$ cat src/rtl/alu_dispatch_pkg.sv
// Shared definitions for the ALU dispatch block: MIPS opcode/funct codes,
// FSM state encoding, instruction class decode and the default queue depth.
package alu_dispatch_pkg;

  localparam int FIFO_DEPTH_DEFAULT = 4;

  // Primary opcodes (instr[31:26])
  localparam logic [5:0] OP_RTYPE = 6'h00;
  localparam logic [5:0] OP_BEQ   = 6'h04;
  localparam logic [5:0] OP_BNE   = 6'h05;
  localparam logic [5:0] OP_ADDI  = 6'h08;
  localparam logic [5:0] OP_ADDIU = 6'h09;
  localparam logic [5:0] OP_SLTI  = 6'h0A;
  localparam logic [5:0] OP_SLTIU = 6'h0B;
  localparam logic [5:0] OP_ANDI  = 6'h0C;
  localparam logic [5:0] OP_ORI   = 6'h0D;
  localparam logic [5:0] OP_XORI  = 6'h0E;
  localparam logic [5:0] OP_LW    = 6'h23;
  localparam logic [5:0] OP_SW    = 6'h2B;

  // R-type function codes (instr[5:0])
  localparam logic [5:0] FN_SLL  = 6'h00;
  localparam logic [5:0] FN_SRL  = 6'h02;
  localparam logic [5:0] FN_SRA  = 6'h03;
  localparam logic [5:0] FN_SLLV = 6'h04;
  localparam logic [5:0] FN_SRLV = 6'h06;
  localparam logic [5:0] FN_SRAV = 6'h07;
  localparam logic [5:0] FN_ADD  = 6'h20;
  localparam logic [5:0] FN_ADDU = 6'h21;
  localparam logic [5:0] FN_SUB  = 6'h22;
  localparam logic [5:0] FN_SUBU = 6'h23;
  localparam logic [5:0] FN_AND  = 6'h24;
  localparam logic [5:0] FN_OR   = 6'h25;
  localparam logic [5:0] FN_XOR  = 6'h26;
  localparam logic [5:0] FN_NOR  = 6'h27;
  localparam logic [5:0] FN_SLT  = 6'h2A;
  localparam logic [5:0] FN_SLTU = 6'h2B;

  typedef enum logic [1:0] {S_IDLE, S_EXEC, S_COMMIT} state_e;

  // How the commit stage treats an instruction
  typedef enum logic [2:0] {
    K_ALU,      // write alu_result
    K_ALU_OVF,  // write alu_result unless the ALU flags overflow
    K_SLT,      // write the less flag
    K_BEQ,
    K_BNE,
    K_LW,
    K_SW,
    K_ILL
  } kind_e;

  typedef struct packed {
    kind_e      kind;
    logic [4:0] dest;
  } decode_t;

  function automatic decode_t decode(input logic [31:0] instr);
    decode_t d;
    d.kind = K_ILL;
    d.dest = instr[20:16];
    if (instr[31:26] == OP_RTYPE) begin
      d.dest = instr[15:11];
      case (instr[5:0])
        FN_SLL, FN_SRL, FN_SRA, FN_SLLV, FN_SRLV, FN_SRAV,
        FN_ADDU, FN_SUBU, FN_AND, FN_OR, FN_XOR, FN_NOR: d.kind = K_ALU;
        FN_ADD, FN_SUB:                                  d.kind = K_ALU_OVF;
        FN_SLT, FN_SLTU:                                 d.kind = K_SLT;
        default:                                         d.kind = K_ILL;
      endcase
    end else begin
      case (instr[31:26])
        OP_ADDIU, OP_ANDI, OP_ORI, OP_XORI: d.kind = K_ALU;
        OP_ADDI:                            d.kind = K_ALU_OVF;
        OP_SLTI, OP_SLTIU:                  d.kind = K_SLT;
        OP_BEQ:                             d.kind = K_BEQ;
        OP_BNE:                             d.kind = K_BNE;
        OP_LW:                              d.kind = K_LW;
        OP_SW:                              d.kind = K_SW;
        default:                            d.kind = K_ILL;
      endcase
    end
    return d;
  endfunction

endpackage

$ cat src/rtl/alu_dispatch_instr_fifo.sv
// Instruction queue: power-of-two depth, 32-bit entries, pointers wrap
// naturally. Push while full and pop while empty are ignored.
module instr_fifo
  import alu_dispatch_pkg::*;
#(
  parameter int DEPTH = FIFO_DEPTH_DEFAULT,
  localparam int AW = $clog2(DEPTH),
  localparam int CW = AW + 1
) (
  input  logic          clk,
  input  logic          rst,
  input  logic          push,
  input  logic          pop,
  input  logic [31:0]   wdata,
  output logic [31:0]   rdata,
  output logic          full,
  output logic          empty,
  output logic [CW-1:0] count
);

  logic [31:0]   mem [DEPTH];
  logic [AW-1:0] wr_ptr;
  logic [AW-1:0] rd_ptr;
  logic          do_push;
  logic          do_pop;

  assign full    = (count == CW'(DEPTH));
  assign empty   = (count == '0);
  assign do_push = push && !full;
  assign do_pop  = pop && !empty;
  assign rdata   = mem[rd_ptr];

  // Pointer and occupancy bookkeeping
  always_ff @(posedge clk) begin
    // NOTE: sequential state uses non-blocking assignments so every register
    // samples pre-edge values regardless of statement order.
    if (rst) begin
      wr_ptr <= '0;
      rd_ptr <= '0;
      count  <= '0;
    end else begin
      if (do_push) wr_ptr <= wr_ptr + 1'b1;
      if (do_pop)  rd_ptr <= rd_ptr + 1'b1;
      case ({do_push, do_pop})
        2'b10:   count <= count + 1'b1;
        2'b01:   count <= count - 1'b1;
        default: count <= count;
      endcase
    end
  end

  // Entry storage
  always_ff @(posedge clk) begin
    // NOTE: storage is deliberately not reset; empty/count gate every read,
    // so stale entries are never observed and the array can map to RAM.
    if (do_push) mem[wr_ptr] <= wdata;
  end

endmodule

$ cat src/rtl/alu_dispatch.sv
// Issues queued MIPS instructions to an external combinational ALU, one at a
// time, and commits the result: GPR writeback, branch resolve, memory request
// or error pulse. IDLE -> EXEC -> COMMIT, back-to-back issue from COMMIT.
module alu_dispatch
  import alu_dispatch_pkg::*;
#(
  parameter int FIFO_DEPTH = FIFO_DEPTH_DEFAULT
) (
  input  logic        clk,
  input  logic        rst,
  input  logic        in_valid,
  output logic        in_ready,
  input  logic [31:0] in_instr,
  output logic [31:0] alu_instr,
  output logic [31:0] alu_rega,
  output logic [31:0] alu_regb,
  input  logic [31:0] alu_result,
  input  logic [2:0]  alu_flags,
  output logic        wb_valid,
  output logic [4:0]  wb_addr,
  output logic [31:0] wb_data,
  output logic        branch_valid,
  output logic        branch_taken,
  output logic        mem_valid,
  output logic        mem_we,
  output logic [31:0] mem_addr,
  output logic [31:0] mem_wdata,
  output logic        ovf_err,
  output logic        ill_err,
  input  logic [4:0]  dbg_addr,
  output logic [31:0] dbg_data,
  output logic        busy
);

  localparam int CW = $clog2(FIFO_DEPTH) + 1;

  state_e        state;
  logic [31:0]   gpr [32];
  logic          fifo_push;
  logic          fifo_pop;
  logic          fifo_full;
  logic          fifo_empty;
  logic [31:0]   fifo_rdata;
  logic [CW-1:0] fifo_count;
  decode_t       dec;
  logic          wr_en;
  logic [31:0]   wr_data;

  assign in_ready  = (fifo_count < CW'(FIFO_DEPTH));
  assign fifo_push = in_valid && !fifo_full;
  // A new instruction issues from IDLE or COMMIT, never while one is in EXEC
  assign fifo_pop  = (state != S_EXEC) && !fifo_empty;
  assign busy      = (state != S_IDLE) || !fifo_empty;
  assign dbg_data  = (dbg_addr == 5'd0) ? 32'd0 : gpr[dbg_addr];

  instr_fifo #(.DEPTH(FIFO_DEPTH)) u_fifo (
    .clk   (clk),
    .rst   (rst),
    .push  (fifo_push),
    .pop   (fifo_pop),
    .wdata (in_instr),
    .rdata (fifo_rdata),
    .full  (fifo_full),
    .empty (fifo_empty),
    .count (fifo_count)
  );

  // Decide the writeback for the instruction currently in EXEC
  always_comb begin
    // NOTE: every output of this block gets a value before any branch, so no
    // path leaves one unassigned and no latch is inferred.
    dec     = decode(alu_instr);
    wr_en   = 1'b0;
    wr_data = alu_result;
    if (state == S_EXEC) begin
      case (dec.kind)
        K_ALU:     wr_en = 1'b1;
        K_ALU_OVF: wr_en = !alu_flags[0];
        K_SLT: begin
          wr_en   = 1'b1;
          wr_data = {31'b0, alu_flags[1]};
        end
        default:   wr_en = 1'b0;
      endcase
    end
  end

  // GPR file: written at the end of EXEC so the following issue sees it
  always_ff @(posedge clk) begin
    if (rst) begin
      for (int i = 0; i < 32; i++) gpr[i] <= '0;
    end else if (wr_en && (dec.dest != 5'd0)) begin
      gpr[dec.dest] <= wr_data;
    end
  end

  // Issue/commit sequencer with registered operand and pulse outputs
  always_ff @(posedge clk) begin
    if (rst) begin
      state        <= S_IDLE;
      alu_instr    <= '0;
      alu_rega     <= '0;
      alu_regb     <= '0;
      wb_valid     <= 1'b0;
      wb_addr      <= '0;
      wb_data      <= '0;
      branch_valid <= 1'b0;
      branch_taken <= 1'b0;
      mem_valid    <= 1'b0;
      mem_we       <= 1'b0;
      mem_addr     <= '0;
      mem_wdata    <= '0;
      ovf_err      <= 1'b0;
      ill_err      <= 1'b0;
    end else begin
      wb_valid     <= 1'b0;
      branch_valid <= 1'b0;
      branch_taken <= 1'b0;
      mem_valid    <= 1'b0;
      mem_we       <= 1'b0;
      ovf_err      <= 1'b0;
      ill_err      <= 1'b0;
      case (state)
        S_IDLE, S_COMMIT: begin
          if (!fifo_empty) begin
            alu_instr <= fifo_rdata;
            alu_rega  <= gpr[fifo_rdata[25:21]];
            alu_regb  <= gpr[fifo_rdata[20:16]];
            state     <= S_EXEC;
          end else begin
            state <= S_IDLE;
          end
        end
        S_EXEC: begin
          state    <= S_COMMIT;
          wb_valid <= wr_en;
          wb_addr  <= dec.dest;
          wb_data  <= wr_data;
          case (dec.kind)
            K_ALU_OVF: ovf_err <= alu_flags[0];
            K_BEQ: begin
              branch_valid <= 1'b1;
              branch_taken <= alu_flags[2];
            end
            K_BNE: begin
              branch_valid <= 1'b1;
              branch_taken <= !alu_flags[2];
            end
            K_LW, K_SW: begin
              mem_valid <= 1'b1;
              mem_we    <= (dec.kind == K_SW);
              mem_addr  <= alu_result;
              mem_wdata <= alu_regb;
            end
            K_ILL:     ill_err <= 1'b1;
            default:   ;
          endcase
        end
        default: state <= S_IDLE;
      endcase
    end
  end

endmodule

$ cat config.mk
export PLATFORM = sky130hd
export DESIGN_NAME = alu_dispatch
export DESIGN_NICKNAME = d
export VERILOG_FILES = /design/src/rtl/alu_dispatch_pkg.sv /design/src/rtl/alu_dispatch_instr_fifo.sv /design/src/rtl/alu_dispatch.sv
export SDC_FILE = /design/constraint.sdc
export NUM_CORES = 2
export LEC_CHECK = 0
export CAP_MARGIN = 10
export CORE_MARGIN = 1
export CORE_UTILIZATION = 36
export CTS_CLUSTER_DIAMETER = 100
export DETAILED_ROUTE_END_ITERATION = 10
export SETUP_SLACK_MARGIN = 0.3
export SLEW_MARGIN = 0
export SYNTH_ARGS = -nofsm -noshare
export SYNTH_HDL_FRONTEND = slang
export SYNTH_HIERARCHICAL = 1
export SYNTH_SLANG_ARGS = --single-unit
$ cat constraint.sdc
create_clock -name clk -period 4.8 [get_ports clk]
set_input_delay 1.44 -clock clk [delete_from_list [all_inputs] [get_ports clk]]
set_output_delay 1.44 -clock clk [all_outputs]
set_load 0.005 [all_outputs]
======== After elaboration in Yosys (flattened, before gate mapping) ========
Memory sizes are Yosys's and may differ from the RTL's. A register that Yosys moved wholly into a read port is not among the register bits.
Index checks and enable logic that the tools add are counted.
storage, ports and cells
  flip-flop bits (word level) ............. 149
  bits in writable memories ............... 1152
  memory bits (read-only) ................. 192
  output and inout bits ................... 238
  memories ................................ 3
cells by class
  $add $sub $neg .......................... 4
  magnitude comparators ................... 1
  equal/unequal tests ..................... 24
  multiplexer cells ....................... 29
  bitwise operators ....................... 4
  reduce and logical (&&, ||, !) cells .... 30
memories
  name             words  bits a word  read ports  clocked after Yosys merged registers in  write ports  RTL line                       source
  gpr              32     32           3           2                                        32           alu_dispatch.sv:38             logic [31:0] gpr [32];
  (no name shown)  64     3            1           1                                        0            alu_dispatch_pkg.sv:64         case (instr[5:0])
  u_fifo.mem       4      32           1           1                                        1            alu_dispatch_instr_fifo.sv:21  logic [31:0] mem [DEPTH];
operators with widths
  operator                                                               number
  32-bit 2-to-1 mux                                                      4
  6-bit by 4-bit equality test with 1-bit output, second input constant  7
  32-bit OR reduction                                                    1
  3-bit one-hot mux with 7 select lines                                  1
  3-bit equality test, second input constant                             5
  1-bit 2-to-1 mux                                                       13
  6-bit by 3-bit equality test with 1-bit output, second input constant  2
  6-bit equality test, second input constant                             2
  6-bit 2-to-1 mux                                                       2
  2-bit OR reduction                                                     6
  5-bit 2-to-1 mux                                                       2
  3-bit by 2-bit equality test with 1-bit output, second input constant  2
  3-bit logical NOT                                                      2
  6-bit logical NOT                                                      1
  3-bit one-hot mux with 2 select lines                                  1
  3-bit OR reduction                                                     2
  1-bit logical AND                                                      5
  5-bit logical NOT                                                      1
  5-bit nonzero test                                                     1
  2-bit by 1-bit adder with 2-bit output, second input constant          2
  2-bit by 1-bit equality test with 1-bit output, second input constant  2
  2-bit equality test, second input constant                             2
  1-bit logical NOT                                                      4
  2-bit 2-to-1 mux                                                       2
  other kinds (14)                                                       20

======== Logic depth before layout (Yosys ltp) ========
  depth in word-level cells ............... 14
  mapped depth ............................ 14

======== Cells and area by module ========
Netlist, hierarchy kept.
modules (own cells, without submodules)
  module        times used  cells each  area each (sq um)  seq. area each (sq um)
  alu_dispatch  1           5311        68829.8            34933.5
  instr_fifo    1           221         5146.2             4023.9

======== Worst setup path after synthesis ========
No wires, ideal clock.
  kind .................................... input-to-output
  from .................................... input port dbg_addr[0]
  to ...................................... output port dbg_data[29]
  arrival time ............................ 3.548 ns
  data required time ...................... 3.360 ns
  path slack .............................. -0.188 ns
  cell stages on the path ................. 7
  buffers on the path ..................... 3
  cells stage by stage .................... clkbuf_1 buf_2 buf_1 mux4_2 mux4_2 nand2_1 o21ai_1
on the way
  word-level cells in the longest chain between the ends .. 2
  elaborated cells between the ends (all ways) .. 3
  those cells by class .................... 1 x mux; 1 x reduce/logical; 1 x memory
ends and longest elaborated chain
  what                                                     RTL line            source
  start: declaration                                       alu_dispatch.sv:30  input logic [4:0] dbg_addr,
  memory 32 x 32 bit or 5-bit logical NOT (tied branches)  n/a
  32-bit 2-to-1 mux (*)                                    alu_dispatch.sv:54  assign dbg_data = (dbg_addr == 5'd0) ? 32'd0 : gpr[dbg_addr];
  end: declaration                                         alu_dispatch.sv:31  output logic [31:0] dbg_data,
Mark *: on every way between the ends. The rest lies on a longest branch, timed or not.

======== Final worst setup path ========
  from .................................... input port dbg_addr[0]
  to ...................................... output port dbg_data[30]
The elaborated chain is that of the path after synthesis.

==> results.md <==
- Clock skew: 0.03935 ns
- Post-Syn Area per Cell: 13.37 um^2
- Reg clk slew, reported paths: 0.06 ns
- Max Fclk: 202.8 MHz
- CP Capture Type: output port
- Port Buf Inserts: ~310
- Gate Count Post-Synth: 5,532
- Drt pass-1 iters: 6
- Final Max Tran Viols: 0
- Worst min path class: flip-flop to flip-flop
- PD cells: 514.1 nW/um^2
- Starting DRT DRC Count: 8,047
- Final core occ: ~43%
- DR vias: approximately 55,000
- Die W: 455.3 um
- P&R area growth vs syn: 18.97%
- Rows: 166
- Post-route setup TNS: -1.127 ns
- Post-synth top area cell: edfxtp_1
- #FFs+latches synth: 1,370
- Final Cell Area: 88,010 um^2
- Final worst slack: -0.1307 ns
- Clk sinks: between 1,000 and 1,500
- Post-synth top cells: 1,152 x edfxtp_1, 1,040 x nor2_1, 739 x mux4_2
- CP cell instances: buf_16 > buf_8 > buf_12 > buf_12 > buf_12 > mux4_2 > mux4_2 > nand2_1 > o21ai_1 > buf_4
- Worst path arrival time: 3.49 ns
- Nets: 5,913
- Final setup viols: 22
- Pleak: around 30 nW
- Final ANT Viol Nets: 0
- Largest cells by area after synthesis: edfxtp_1 47%, mux4_2 22%, dfxtp_1 5.9%, nor2_1 5.3%, mux2i_1 3.1%
- Antenna violations before repair: 8
- Area of the multi-input gates: 33,000 um^2
- Clock buffer depth: 3
- Most used cell, CP: buf_12
- Asr flop ratio synth: 0%
- Max-slew headroom: 28.76%
- I/O Pins: 313
- Slowest Stage Delay on Critical Path: approximately 0.53 ns
- Synth cell types: 73
- Main synth FF type: edfxtp_1
- Total grt overflow: 0
- Hold Fails Final Rpt: 0
- Post-DP HPWL: 182,400 um
- Routed WL: just under 300,000 um
- Register area: 38,960 um^2
- VDD IR max: 0.0004074 V
- # fillers: between 15,000 and 20,000
- CP required: 3.36 ns
- H-tree Lvls: 4
- Worst path bufs/invs: 6
- Synth top area share: 46.76%
- Post-route minimum period: between 4 and 5 ns
- Least-Margin Pin Slew: 1.065 ns
- CP Max Fanout: 6
- Failing checks: setup timing
- CORE AREA: 204,400 um^2
- DR vias/cell: 6.363
- First-pass GRT wire length: about 410,000 um
- Post-synth EDFFs: about 1,200
- Most frequent cell after synthesis: edfxtp_1
- Total Routing Usage GR: 27.89%
- RSZ-0062 raised after global routing: true
- Status: finished with violations
- Layout cells sized above 1: 26.64%
- Kind of critical path: input pin to output port
- Vert. Die Dim: 455.3 um
- Yosys warns: 6
- Placed cell area: around 82,000 um^2
- Largest net degree at the start of global routing: 171
- Sequential element share of the synthesized area: 52.66%
- Die area: 207,300 um^2
- Cts bufs inserted: around 150
- Initial core utilization: 36.20%
- Slowest CP cell: mux4_2
- MaxCap Viol Count: 0
- Clock Root Buffer: clkbuf_16
- Crit path max-delay family: multiplexers
- Fin crit share: 102.7%
- Avg WL per Cell: about 34 um
- Clock Latency Late Sink: 0.82 ns
- Mapped cell area: 73,980 um^2
- CTS tree: done
- Vias in the first global route: 54,440
- DRC: 0
- Routability congestion estimate: 0.9337
- Pre-CTS WS: -0.5597 ns
- Startpoint Class: input pin
layer usage:
layer	share of wire, %	vias to the layer above	GRT usage (%)
met2	45	4337	42.40
met1	35	27900	35.49
met5	0.029	-	0.2298
li1	-	21810	-
met3	13	961	7.231
met4	7.5	8	17.50
where the power goes:
group / switching, mW / internal (mW) / total [mW]
combinational: 10.9 / 7.41 / 18.4
clock: 5.05 / 6.84 / 11.9
sequential: 1.06 / 13.9 / 15.0
total: 17.1 / 28.2 / 45.2
kinds of logic after synthesis:
family | synth area share (%)
simple gates | 11.36
flops | 52.66
mux | 26.29
compound gates | 5.825
buf+inv | 3.699
fa+ha+maj | 0.1116
xor+xnor | 0.04735
other cells | 0.005069
worst paths after layout:
check / to / slack [ns] / from / cells past startpoint
worst max-delay path: dbg_data[30] / -0.13 / dbg_addr[0] / 10
worst max register to register: alu_regb[1]$_SDFFE_PP0P_ / 0.52 / flip-flop / 8
worst min-delay path: wb_data[28]$_SDFFE_PP0P_ / 0.45 / wb_data[28]$_SDFFE_PP0P_ / 2
worst min register to register: wb_data[28]$_SDFFE_PP0P_ / 0.45 / wb_data[28]$_SDFFE_PP0P_ / 2
flip-flops by register name (all words and copies together), names as in the netlist, 2 cells and up, named ones only:
signal	count
alu_instr	32
alu_rega	32
alu_regb	32
gpr	1024
mem_addr	32
mem_wdata	32
state	2
u_fifo/count	3
u_fifo/mem	128
u_fifo/rd_ptr	2
u_fifo/wr_ptr	2
wb_addr	5
wb_data	32
layout by cell type, fill, tap and decap left out, types with 19 or more instances in the layout:
cell,n
conb_1,32
mux4_2,731
inv_1,23
nor2_1,1036
nand2_1,260
buf_4,255
clkinv_2,20
a31oi_1,36
clkdlybuf4s50_1,274
o21ai_0,73
inv_2,20
a22oi_1,65
edfxtp_1,1152
o21ai_1,31
a222oi_1,27
a21oi_1,107
nand2b_2,33
clkbuf_1,35
clkbuf_16,153
a211oi_1,120
dfxtp_1,217
nand2b_1,190
buf_12,88
nor2b_1,122
nor3_1,29
buf_6,24
o21ai_4,19
mux2_2,35
a211o_1,28
nand3_2,31
buf_2,22
buf_16,19
o31ai_1,27
a221oi_1,28
a21o_1,29
nand3_1,96
mux2i_1,230
area by class of cell:
type                            count  share of cell area [%]
Antenna cell                        2                0.005687
Clock buffer                      203                   4.721
Clock inverter                     70                  0.9056
Inverter                           52                  0.2488
Multi-Input combinational cell   3567                   37.50
Sequential cell                  1370                   44.27
Tap cell                         2688                   3.821
Timing Repair Buffer              695                   8.532
through the flow:
step | hold WS, ns | power [mW] | instances
floorplan | 0.4483 | 25.76 | 5563
global placement | 0.4390 | 32.88 | 8307
detailed placement | 0.4428 | 33.02 | 8307
CTS | 0.4509 | 44.96 | 8634
global route | 0.4751 | 46.54 | 8645
finish | 0.4492 | 45.25 | 8647
worst reg2reg max path, stage by stage (launching register included):
cell and delay [ns]:
dfxtp_2 0.55, buf_4 0.41, mux4_2 0.57, nor2_1 0.83, nand2_1 0.40, nor2_1 0.73, buf_4 0.33, a222oi_1 0.11
a31oi_1 0.24
timing repair:
action | 4_1_cts | 5_1_grt
setup buffers | 41 | 10
setup endpoints to repair | 32 | 32
gates cloned | 13 | 1
hold buffers | 0 | 0
pin swaps | 8 | 4
gates resized for setup | 279 | 36
(Power assumes the default switching activity.)
